--- src/rtl/dqn_fixed_pkg.sv ---
// Shared Q6.10 fixed-point definitions for the DQN training datapath.
package dqn_fixed_pkg;

    localparam int unsigned Q_W    = 16;
    localparam int unsigned Q_FRAC = 10;
    localparam int          Q_ONE  = 1024;

    typedef logic signed [Q_W-1:0] q_t;

    localparam q_t Q_MAX = q_t'(32767);
    localparam q_t Q_MIN = q_t'(-32768);

    // Saturate a wide signed intermediate into the q_t range.
    function automatic q_t sat_q(input logic signed [31:0] x);
        if (x > 32'(Q_MAX)) begin
            return Q_MAX;
        end
        if (x < 32'(Q_MIN)) begin
            return Q_MIN;
        end
        return q_t'(x);
    endfunction

endpackage

--- src/rtl/td_delta_unit_q_max_scan.sv ---
// Next-state Q-value scanner: ready/valid handshake, sample counter and
// signed running max. done_c marks the handshake of the final sample and
// max_c is the max including the sample currently on q_in.
module q_max_scan
    import dqn_fixed_pkg::*;
#(
    parameter int unsigned N_ACTIONS = 4
) (
    input  logic           clk,
    input  logic           rst,
    input  logic           clear,
    input  logic           en,
    input  logic [Q_W-1:0] q_in,
    input  logic           q_in_valid,
    output logic [Q_W-1:0] max_c,
    output logic           done_c
);

    localparam int unsigned CNT_W = (N_ACTIONS > 1) ? $clog2(N_ACTIONS) : 1;

    logic [CNT_W-1:0] cnt;
    q_t               max_r;
    logic             hs_c;
    logic             first_c;
    q_t               q_in_s;

    assign q_in_s  = q_t'(q_in);
    assign hs_c    = en & q_in_valid;
    assign first_c = (cnt == '0);
    assign max_c   = (first_c || (q_in_s > max_r)) ? q_in_s : max_r;
    assign done_c  = hs_c && (cnt == CNT_W'(N_ACTIONS - 1));

    // Count accepted samples and track the strictly-greater running max.
    always_ff @(posedge clk) begin
        if (rst || clear) begin
            cnt   <= '0;
            max_r <= '0;
        end else if (hs_c) begin
            cnt   <= done_c ? '0 : cnt + CNT_W'(1);
            max_r <= max_c;
        end
    end

endmodule

--- src/rtl/td_delta_unit.sv ---
// TD error generator: delta = sat(reward + GAMMA*max(Q_next) - q_cur), Q6.10.
// Optional macro TD_DELTA_CLIP_EN clamps delta to [-1.0, +1.0].
// The discounted product is registered on the last sample handshake so the
// saturated sum lands two cycles after that handshake.
module td_delta_unit
    import dqn_fixed_pkg::*;
#(
    parameter int unsigned N_ACTIONS = 4,
    parameter q_t          GAMMA     = 16'sd1014
) (
    input  logic                  clk,
    input  logic                  rst,
    input  logic                  start,
    input  logic signed [Q_W-1:0] reward,
    input  logic                  terminal,
    input  logic signed [Q_W-1:0] q_cur,
    input  logic signed [Q_W-1:0] q_in,
    input  logic                  q_in_valid,
    output logic                  q_in_ready,
    output logic signed [Q_W-1:0] delta,
    output logic                  delta_valid,
    output logic                  busy
);

    typedef enum logic [1:0] {
        IDLE = 2'd0,
        SCAN = 2'd1,
        MUL  = 2'd2
    } state_t;

    state_t              state;
    q_t                  reward_r;
    q_t                  q_cur_r;
    logic                terminal_r;
    logic signed [16:0]  disc;

    logic                scan_clear_c;
    logic                scan_done_c;
    logic [Q_W-1:0]      scan_max_raw_c;
    q_t                  scan_max_c;
    logic signed [31:0]  prod_c;
    logic signed [16:0]  disc_c;
    logic signed [17:0]  sum_c;
    q_t                  sat_c;
    q_t                  delta_c;

    assign scan_clear_c = (state == IDLE) && start;

    q_max_scan #(
        .N_ACTIONS (N_ACTIONS)
    ) u_scan (
        .clk        (clk),
        .rst        (rst),
        .clear      (scan_clear_c),
        .en         (q_in_ready),
        .q_in       (q_in),
        .q_in_valid (q_in_valid),
        .max_c      (scan_max_raw_c),
        .done_c     (scan_done_c)
    );

    // Discounted max: floor((qmax * GAMMA) / 2^Q_FRAC) via arithmetic shift.
    assign scan_max_c = q_t'(scan_max_raw_c);
    assign prod_c     = 32'(scan_max_c) * 32'(GAMMA);
    assign disc_c     = 17'(prod_c >>> Q_FRAC);

    // Wide sum cannot overflow; saturate back to q_t.
    assign sum_c = 18'(reward_r) + 18'(disc) - 18'(q_cur_r);
    assign sat_c = sat_q(32'(sum_c));

`ifdef TD_DELTA_CLIP_EN
    localparam q_t CLIP_HI = q_t'(Q_ONE);
    localparam q_t CLIP_LO = q_t'(-Q_ONE);

    // Huber-style gradient clip to +/-1.0 after saturation.
    always_comb begin
        delta_c = sat_c;
        if (sat_c > CLIP_HI) begin
            delta_c = CLIP_HI;
        end else if (sat_c < CLIP_LO) begin
            delta_c = CLIP_LO;
        end
    end
`else
    assign delta_c = sat_c;
`endif

    // Transaction sequencing with registered handshake, busy and result.
    always_ff @(posedge clk) begin
        if (rst) begin
            state       <= IDLE;
            reward_r    <= '0;
            q_cur_r     <= '0;
            terminal_r  <= 1'b0;
            disc        <= '0;
            delta       <= '0;
            delta_valid <= 1'b0;
            busy        <= 1'b0;
            q_in_ready  <= 1'b0;
        end else begin
            delta_valid <= 1'b0;
            case (state)
                IDLE: begin
                    if (start) begin
                        reward_r   <= reward;
                        q_cur_r    <= q_cur;
                        terminal_r <= terminal;
                        q_in_ready <= 1'b1;
                        busy       <= 1'b1;
                        state      <= SCAN;
                    end
                end
                SCAN: begin
                    if (scan_done_c) begin
                        disc       <= terminal_r ? 17'sd0 : disc_c;
                        q_in_ready <= 1'b0;
                        state      <= MUL;
                    end
                end
                MUL: begin
                    delta       <= delta_c;
                    delta_valid <= 1'b1;
                    busy        <= 1'b0;
                    state       <= IDLE;
                end
                default: begin
                    state <= IDLE;
                end
            endcase
        end
    end

endmodule

--- config.mk ---
export PLATFORM = sky130hd
export DESIGN_NAME = td_delta_unit
export DESIGN_NICKNAME = d
export VERILOG_FILES = /design/src/rtl/dqn_fixed_pkg.sv /design/src/rtl/td_delta_unit_q_max_scan.sv /design/src/rtl/td_delta_unit.sv
export SDC_FILE = /design/constraint.sdc
export NUM_CORES = 1
export LEC_CHECK = 0
export ABC_AREA = 1
export ABC_CLOCK_PERIOD_IN_PS = 8300
export BUFFER_PORTS_ARGS = -buffer_cell sky130_fd_sc_hd__buf_2
export CAP_MARGIN = 0
export CORE_AREA = 2 2 138 140
export CTS_CLUSTER_DIAMETER = 100
export DETAILED_ROUTE_END_ITERATION = 12
export DIE_AREA = 0 0 140 142
export PLACE_DENSITY_LB_ADDON = 0.15
export SYNTH_ARGS = -nofsm -noshare
export SYNTH_HDL_FRONTEND = slang
export SYNTH_SLANG_ARGS = --single-unit
--- constraint.sdc ---
create_clock -name clk -period 8.3 [get_ports clk]
set_clock_uncertainty 0.15 [all_clocks]
set_input_delay 0.415 -clock clk [delete_from_list [all_inputs] [get_ports clk]]
set_output_delay 0.415 -clock clk [all_outputs]
set_load 0.05 [all_outputs]
==> summary.md <==
| Metric | Value |
|---|---|
| Failing checks | DRC |
| Wire length per cell | 12.8 um |
| WP data required | 8430 ps |
| Sink Count | between 80 and 90 |
| Layout area overhead | 9.68% |
| Final Hold Viols | 0 |
| Top cells by area, synth | fa_1 (21%), dfxtp_1 (20%), ha_1 (15%) |
| Peak VDD IR | 0.411 mV |
| Post-synth top flop | dfxtp_1 |
| Number of port buffers | approximately 70 |
| Number of fill cells | ~1800 |
| Clock power frac | 0.109 |
| Placer Congestion | 0.860 |
| Synth Warn # | 0 |
| Max Cap Viol | 0 |
| Initial Util | 0.492 |
| Antenna viol nets, final | 0 |
| Yosys top cell by area | fa_1 |
| Final setup margin | 698 ps |
| Status | complete, but fails checks |
| CTS tree | yes |
| Synth top area share | 0.212 |
| Largest net degree at the start of global routing | 53 |
| Die H | 142 um |
| Slew headroom | 0.240 |
| Slowest cell on crit path | fa_1 |
| # setup viols final | 0 |
| Hpwl dp | 15200 um |
| Sequential Power Share | 0.125 |
| Worst path most repeated cell | nand2_1 |
| Crit path time final | 7600 ps |
| Setup_tns | 0 ps |
| CTS root buffer | clkbuf_16 |
| Mapped Avg Cell Area | between 7 and 8 um^2 |
| Clk slew on worst S/H paths | about 80 ps |
| F_max | 132 MHz |
| Post-place setup slack | 375 ps |
| Layout cell share with drive strength beyond 1 | 0.106 |
| Syn nets | approximately 1400 |
| Residual DRC count | 3 |
| CP Capture Type | flop |
| Post-CTS Setup Repair Bufs | 0 |
| Comb pwr share | 0.766 |
| Cell-internal power | 1.73 mW |
| Hold_buf cts | 0 |
| 1st-pass router iterations | 9 |
| Post-Syn Area | 9070 um^2 |
| Total Wirelength | 18900 um |
| Vias in the first global route | 7307 |
| Total track usage | 0.206 |
| CP Class | flop to flop |
| P per Cell Area | 366 nW/um^2 |
| Initial antenna violation count | 0 |
| CP Launch Type | flop |
| H-tree depth | 3 |
| Post-synthesis sequential area ratio | 0.196 |
| PnR Total Power | 3.64 mW |
| Die area | 19900 um^2 |
| Row cnt | 50 |
| CTS Buffer Depth | 2 |
| Worst Tran Pin Value | 1140 ps |
| Lkg Pwr | 5.16 nW |
| Post-cts resize count | 0 |
| Hold WC Path Type | primary input to flop |
| Core area | 18500 um^2 |
| Max FO, Critical Path | 27 |
| Via-to-Cell Ratio | 4.95 |
| Unrepaired setup endpoints after global routing | false |
| Seq cells post-synth | 89 |
| Clk_lat worst skew | around 350 ps |
| Final Core Density | 0.539 |
| Diodes inserted | 0 |
| Sw Pwr | 1.92 mW |
| Crit path DAT | just under 8000 ps |
| EDFF count, synth | 0 |
| DR vias | 7301 |
| Syn Inst Count | 1172 |
| Max Transition Viols Final | 0 |
| Yosys cell types | 38 |
| Grt ovf | 0 |
| Initial DRC count | between 400 and 500 |
| First-pass GRT wire length | 33500 um |
| Num CTS Buffers | 9 |
| NumNets Final | 1492 |
| DIE WIDTH | between 100 and 150 um |
| Sw Share | 0.526 |
| Fin crit share | 0.916 |
| IO Count | 72 |
| CP peak stage delay | about 550 ps |
| Ys async rst share | 0 |
-- cell families (layout without fill, tap and decap cells) --
kind of cell	after synthesis	in the layout	synth area share
DFF	89	89	0.196
and+or+nand+nor	300	300	0.139
buffers and inverters	306	375	0.129
adders and majority gates	203	203	0.359
xor gates and xnor gates	24	24	0.0232
AOI/OAI and AO/OA	250	250	0.153
-- cell usage in the layout (no fill, tap or decap), types with 11 or more instances in the layout --
master   netlist  routed
a21oi_1      103     103
a21oi_2       12      12
buf_2          3      71
dfxtp_1       89      89
fa_1          96      96
ha_1         107     107
inv_1        277     277
nand2_1      162     162
nand3_1       42      42
nor2_1        69      69
o21ai_0      102     101
or2_2         11      11
xor2_1        18      18
-- power by group through the flow --
stage               combinational, mW  sequential, mW  clock (mW)
CTS                              2.79           0.454       0.408
global placement                 2.73           0.464           0
detailed placement               2.77           0.464           0
global route                     3.31           0.456       0.426
finish                           2.79           0.454       0.398
floorplan                        2.20           0.465           0
-- final timing paths --
kind                              endpoint  cells past startpoint  slack, ps             start
worst max-delay path              disc[16]                     36        700  u_scan.max_r[15]
worst min-delay path            q_cur_r[0]                      3        160          q_cur[0]
worst max register to register    disc[16]                     36        700  u_scan.max_r[15]
worst min register to register        busy                      2        320              busy
-- synthesized netlist by cell type (2+ instances only) --
master    instances
or2_2            11
xor2_1           18
ha_1            107
nand3_1          42
a31oi_1           2
nand3b_1          2
o21bai_1          5
buf_4             2
nor2_1           69
a21oi_2          12
dfxtp_1          89
nand2_2           4
buf_2             3
clkinv_1          2
a21oi_1         103
a21boi_0          2
o21ai_0         102
nor3_1            3
xnor2_1           6
fa_1             96
nor4_1            2
inv_1           277
clkbuf_1         21
nand2_4           2
nand2_1         162
o211ai_1          5
o21ai_1           3
a21o_1           10
-- flip-flops by register name (all words and copies together) (netlist names) --
signal / count
busy: 1
delta: 16
delta_valid: 1
disc: 17
q_cur_r: 16
q_in_ready: 1
reward_r: 16
state: 2
terminal_r: 1
u_scan.cnt: 2
u_scan.max_r: 16
-- per-stage QoR --
step	area (um^2)	hold WS, ps	std cells
after detailed placement	9670	304	1459
after global placement	9670	301	1459
after floorplan	9070	295	1172
after global routing	9950	181	1475
final	9950	164	1475
after CTS	9950	161	1475
-- per-layer routing --
layer,global-route usage,vias to the layer above,wire [um]
li1,-,3789,-
met1,0.282,3398,9170
met2,0.352,96,8880
met3,0.0225,18,553
met4,0.0558,0,289
met5,0,-,0
-- area by class of cell --
cell class / count / area, um^2 / share of cell area
inverter: 279 / 1050 / 0.105
clock inverter: 6 / 50.0 / 0.00503
clock buffer: 10 / 229 / 0.0230
sequential: 89 / 1780 / 0.179
tap: 234 / 293 / 0.0294
multi-input combinational: 777 / 6130 / 0.616
timing repair buffer: 80 / 423 / 0.0425
-- critical path: cells and delay by family (launching register included) --
family / cells / cell delay [ps]
flip-flops: 1 / 330
adder cells (fa/ha/maj): 7 / 3110
AO/OA/AOI/OAI: 4 / 900
buffers and inverters: 8 / 850
AND/OR/NAND/NOR: 17 / 2200
Power figures use the tool's default switching activity.
